--- config.mk ---
export PLATFORM = sky130hd
export DESIGN_NAME = uart_tx_sched
export DESIGN_NICKNAME = d
export VERILOG_FILES = /design/src/rtl/uart_tx_sched.sv
export SDC_FILE = /design/constraint.sdc
export NUM_CORES = 1
export LEC_CHECK = 0
export CORE_AREA = 4 4 71 73
export DETAILED_ROUTE_END_ITERATION = 8
export DIE_AREA = 0 0 75 77
export GPL_TIMING_DRIVEN = 0
export PLACE_DENSITY = 0.82
export SLEW_MARGIN = 40
export SYNTH_ARGS = -nofsm -noshare
export SYNTH_HDL_FRONTEND = slang
export SYNTH_SLANG_ARGS = --single-unit
export TNS_END_PERCENT = 100
--- constraint.sdc ---
create_clock -name clk -period 2.4 [get_ports clk]
set_input_delay 0.72 -clock clk [delete_from_list [all_inputs] [get_ports clk]]
set_output_delay 0.72 -clock clk [all_outputs]
set_load 0.05 [all_outputs]
--- src/rtl/uart_tx_sched.sv ---
// Round-robin scheduler sharing one UART transmitter among N_REQ requesters.
// Grants one pending word, holds it on Tx_DATA for the frame, returns ack or timeout err.
`ifndef WORD_LENGTH
`define WORD_LENGTH 8
`endif

module uart_tx_sched #(
    parameter int unsigned N_REQ          = 4,
    parameter int unsigned WORD_LENGTH    = `WORD_LENGTH,
    parameter int unsigned TIMEOUT_CYCLES = 4096
) (
    input  logic                         clk,
    input  logic                         rst,
    input  logic                         en,
    input  logic [N_REQ-1:0]             req_i,
    input  logic [N_REQ*WORD_LENGTH-1:0] data_i,
    output logic [N_REQ-1:0]             ack_o,
    output logic                         err_o,
    output logic [$clog2(N_REQ)-1:0]     grant_idx_o,
    output logic                         busy_o,
    output logic                         tx_rqst_o,
    output logic [WORD_LENGTH-1:0]       tx_data_o,
    input  logic                         tx_ready_i
);

    localparam int unsigned IDX_W = $clog2(N_REQ);
    localparam int unsigned CNT_W = (TIMEOUT_CYCLES > 1) ? $clog2(TIMEOUT_CYCLES) : 1;
    localparam logic [CNT_W-1:0] TMO_LAST = CNT_W'(TIMEOUT_CYCLES - 1);

    typedef enum logic [2:0] {
        IDLE      = 3'd0,
        ISSUE     = 3'd1,
        WAIT_DONE = 3'd2,
        DONE      = 3'd3,
        ABORT     = 3'd4
    } state_t;

    state_t                 state;
    logic [IDX_W-1:0]       last_ptr;
    logic [CNT_W-1:0]       tmo_cnt;
    logic [CNT_W-1:0]       tmo_next;
    logic                   tmo_hit;

    logic                   win_found;
    logic [IDX_W-1:0]       win_idx;
    logic [IDX_W-1:0]       cand;
    logic [WORD_LENGTH-1:0] win_data;

    // Search upward from last_ptr+1, wrapping, for the first pending request.
    always_comb begin
        win_found = 1'b0;
        win_idx   = '0;
        cand      = '0;
        for (int unsigned i = 1; i <= N_REQ; i++) begin
            cand = IDX_W'((32'(last_ptr) + i) % N_REQ);
            if (!win_found && req_i[cand]) begin
                win_found = 1'b1;
                win_idx   = cand;
            end
        end
    end

    // Word mux for the winner; constant part-selects only.
    always_comb begin
        win_data = '0;
        for (int unsigned k = 0; k < N_REQ; k++) begin
            if (win_idx == IDX_W'(k)) begin
                win_data = data_i[k*WORD_LENGTH +: WORD_LENGTH];
            end
        end
    end

    assign tmo_hit  = (tmo_cnt == TMO_LAST);
    assign tmo_next = tmo_hit ? tmo_cnt : tmo_cnt + CNT_W'(1);

    always_ff @(posedge clk or posedge rst) begin
        if (rst) begin
            state       <= IDLE;
            last_ptr    <= IDX_W'(N_REQ - 1);
            tmo_cnt     <= '0;
            ack_o       <= '0;
            err_o       <= 1'b0;
            grant_idx_o <= '0;
            busy_o      <= 1'b0;
            tx_rqst_o   <= 1'b0;
            tx_data_o   <= '0;
        end else begin
            ack_o <= '0;
            err_o <= 1'b0;
            unique case (state)
                IDLE: begin
                    if (en && win_found && tx_ready_i) begin
                        state       <= ISSUE;
                        busy_o      <= 1'b1;
                        tx_rqst_o   <= 1'b1;
                        tx_data_o   <= win_data;
                        grant_idx_o <= win_idx;
                        tmo_cnt     <= '0;
                    end
                end
                ISSUE: begin
                    // READY falling means the transmitter took the word and is in its start bit.
                    if (!tx_ready_i) begin
                        state     <= WAIT_DONE;
                        tx_rqst_o <= 1'b0;
                        tmo_cnt   <= '0;
                    end else if (tmo_hit) begin
                        state     <= ABORT;
                        tx_rqst_o <= 1'b0;
                        err_o     <= 1'b1;
                    end else begin
                        tmo_cnt <= tmo_next;
                    end
                end
                WAIT_DONE: begin
                    if (tx_ready_i) begin
                        state <= DONE;
                        ack_o <= N_REQ'(1) << grant_idx_o;
                    end else if (tmo_hit) begin
                        state <= ABORT;
                        err_o <= 1'b1;
                    end else begin
                        tmo_cnt <= tmo_next;
                    end
                end
                DONE, ABORT: begin
                    // A failed requester also drops to lowest priority.
                    last_ptr <= grant_idx_o;
                    state    <= IDLE;
                    busy_o   <= 1'b0;
                end
                default: begin
                    state     <= IDLE;
                    busy_o    <= 1'b0;
                    tx_rqst_o <= 1'b0;
                end
            endcase
        end
    end

endmodule

==> flow_summary.json <==
{
  "period_needed_ns": 2.29,
  "synth-async-reset-ratio_pct": 100,
  "synthFlopType": "dfrtp_1",
  "slew_viol_final": 0,
  "path_class": "flip-flop to primary output",
  "dpl.hpwl_um": 3650,
  "syn_area_um2": 2040,
  "maxCapViolCount": 0,
  "finClkSkew_ns": 0.00196,
  "cts_tree": "done",
  "slew_headroom_pct": 51.8,
  "synth.ff_latch_count": 34,
  "critPathSlowestCell": "clkdlybuf4s50_1",
  "drcViolationCount": 0,
  "path_depth": 1,
  "pwr-share-seq_pct": 31.4,
  "setup_viol_count_final": 0,
  "rows": 24,
  "critPathRequiredTime_ns": 1.68,
  "nets": 319,
  "gp_congestion": 0.779,
  "cts_made_buffers": 5,
  "synth.distinct_cells": 53,
  "die_w_um": 75,
  "grt_pass1_wl_um": 7820,
  "diodes": 0,
  "synth_fp_nets": 255,
  "synthAdderAreaFrac_pct": 0.613,
  "grt_pass1_vias": 1787,
  "synth_compound_area_share_pct": 19.4,
  "critPathBufInv": 1,
  "first_pass_iters": 4,
  "p_total_w": 0.00281,
  "h-tree-depth": 2,
  "hold_path.class": "flip-flop to flip-flop",
  "grtUsageTotal_pct": 17.2,
  "grt-ovfl-total": 0,
  "fmax_ghz": 0.437,
  "critical_path.cell_chain": "clkdlybuf4s50_1",
  "synth_edf_count": 0,
  "worst_slew_pin_slew_ns": 0.721,
  "whs_path_depth": 1,
  "cp_top_family": "buffers and inverters",
  "grt_max_degree": 35,
  "status": "complete, no violations",
  "reg2regPathDepth": 7,
  "viasPerCell": 5.50,
  "start_kind": "flip-flop",
  "clkTransAtPathRegs_ns": 0.07,
  "postRouteAntennaNets": 0,
  "yosys.area_share.simple_pct": 25.3,
  "p_switching_w": 0.00122,
  "wire_per_inst_um": 15.2,
  "synth_warnings": 0,
  "cts_root_buffer": "clkbuf_8",
  "coreArea_um2": 4350,
  "hold_viol": 0,
  "crit_fanout": 6,
  "final_util_pct": 64.0,
  "vias": 1822,
  "synthMuxAreaShare_pct": 5.52,
  "antenna_found_initial": 0,
  "clockPowerShare_pct": 15.6,
  "area_growth_pct": 36.5,
  "clkLatencyLatePin_ns": 0.29,
  "powerDensity_nw_per_um2": 1010,
  "clk_path_buf_depth": 2,
  "totalWireLength_um": 5030,
  "die_y_um": 77,
  "leakagePower_nw": 1.16,
  "io_buffers": 55,
  "drtIter0Drc": 79,
  "initial_utilization_pct": 46.9,
  "power_switching_share_pct": 43.5,
  "min_period_over_period_pct": 95.3,
  "syn_area_per_cell_um2": 9.54,
  "grt_setup_unrepaired": "false",
  "cts.sinks": 34,
  "die_area_um2": 5780,
  "endpoint_kind": "primary output",
  "pin_count": 57,
  "drive_gt1_share_pct": 14.7,
  "intPower_w": 0.00159,
  "ir_drop_uv": 482,
  "synthCells": 214,
  "ys_seq_area_share_pct": 41.8,
  "comb_power_share_pct": 53.0,
  "max_stage_delay_ns": 0.84,
  "yosys.area_share.xor_xnor_pct": 2.15,
  "arrival_ns": 1.57,
  "synth_top_family_by_area": "simple AND/OR/NAND/NOR gates"
}
-- what timing repair did --
action,4_1_cts,5_1_grt
resized for setup,3,4
setup endpoints to repair,6,18
hold buffers,0,0
buffers inserted,2,0
-- synth_stat cells (3+ instances only) --
master / count / area (µm²)
nand3_1: 4 / 20.0
inv_1: 7 / 26.3
nand2_1: 10 / 37.5
a221oi_2: 4 / 60.1
a211oi_1: 8 / 60.1
o21ai_1: 5 / 25.0
a221oi_1: 3 / 26.3
nor3b_1: 5 / 37.5
dfrtp_1: 32 / 801
o21ai_0: 9 / 45.0
nor2b_1: 4 / 25.0
clkbuf_1: 3 / 11.3
nor2_1: 31 / 116
or3_1: 3 / 18.8
and2b_1: 5 / 37.5
nor3_1: 6 / 30.0
xnor2_1: 5 / 43.8
buf_2: 4 / 20.0
a21oi_1: 12 / 60.1
nand2b_1: 5 / 31.3
mux2i_1: 9 / 90.1
-- cells by family after synthesis --
logic type / after synthesis
xor gates and xnor gates: 5
adders and majority gates: 1
DFF: 34
buffers and inverters: 19
muxes: 11
AOI/OAI and AO/OA: 52
and+or+nand+nor: 92
-- layout make-up --
class | instances | area, µm²
Timing Repair Buffer | 57 | 568
Clock buffer | 7 | 86.3
Multi-Input combinational cell | 161 | 1100
Sequential cell | 34 | 853
Tap cell | 52 | 65.1
Buffer | 11 | 76.3
Fill cell | 361 | 1570
Clock inverter | 1 | 5.00
Inverter | 8 | 30.0
-- registers in the layout, summed over array words and instances (netlist names) --
signal,flops
grant_idx_o,2
state,3
busy_o,1
last_ptr,2
tx_data_o,8
err_o,1
tmo_cnt,12
tx_rqst_o,1
ack_o,4
-- cell usage in the layout (no fill, tap or decap), types with 2 or more instances in the layout --
cell type,n
nor4_1,2
mux2_2,2
and2_1,2
nand2_1,10
dlymetal6s2s_1,2
dfstp_2,2
a211oi_2,2
nand3b_1,2
a211oi_1,8
clkdlybuf4s50_1,51
o21ai_0,9
nor2b_1,4
nand3_1,4
nor3b_1,5
buf_6,2
and2b_1,5
mux2i_1,9
dfrtp_1,32
clkbuf_1,4
a21oi_1,12
a221oi_1,3
nor3_1,6
inv_2,2
clkbuf_8,6
xnor2_1,5
buf_4,3
nor4_2,2
inv_1,6
buf_2,4
or3_1,3
dlygate4sd2_1,2
nand2b_1,5
o21ai_1,5
a221oi_2,4
nor2_1,30
-- metal layers --
layer / track usage [%] / share of wire, % / vias to the layer above
met3: 5.36 / 8.6 / 4
met4: 4.80 / 0.62 / 0
met5: 0 / 0 / -
met2: 28.4 / 45 / 55
li1: - / - / 899
met1: 21.3 / 46 / 864
-- path summary, 6_finish.rpt --
path / from / to / slack (ns)
hold reg to reg: grant_idx_o[1] / ack_o[1] / 0.51
setup reg to reg: tmo_cnt[0] / tmo_cnt[0] / 0.37
hold / removal: grant_idx_o[1] / ack_o[1] / 0.51
min in group asynchronous: rst / err_o / 0.87
max in group asynchronous: rst / tx_data_o[3] / 1.06
setup / recovery: grant_idx_o[0] / grant_idx_o[0] / 0.11
-- power by group through the flow --
stage	combinational, W	sequential [W]	clock (W)
2_1_floorplan	0.000661	0.00124	0
3_3_place_gp	0.00144	0.000881	0
3_5_place_dp	0.00146	0.000893	0
4_1_cts	0.00149	0.000882	0.000449
5_1_grt	0.00160	0.000909	0.000478
6_report	0.00149	0.000883	0.000438
-- through the flow --
step	setup WS (ns)	hold WS, ns	instances	cell area, µm²	setup TNS [ns]
floorplan	0.336	0.479	214	2040	0
global placement	-0.358	0.496	321	2660	-5.23
detailed placement	-0.340	0.491	321	2660	-5.35
CTS	0.00531	0.500	331	2770	0
global route	0.0677	0.532	331	2790	0
finish	0.113	0.506	331	2790	0
Power figures use the tool's default switching activity.
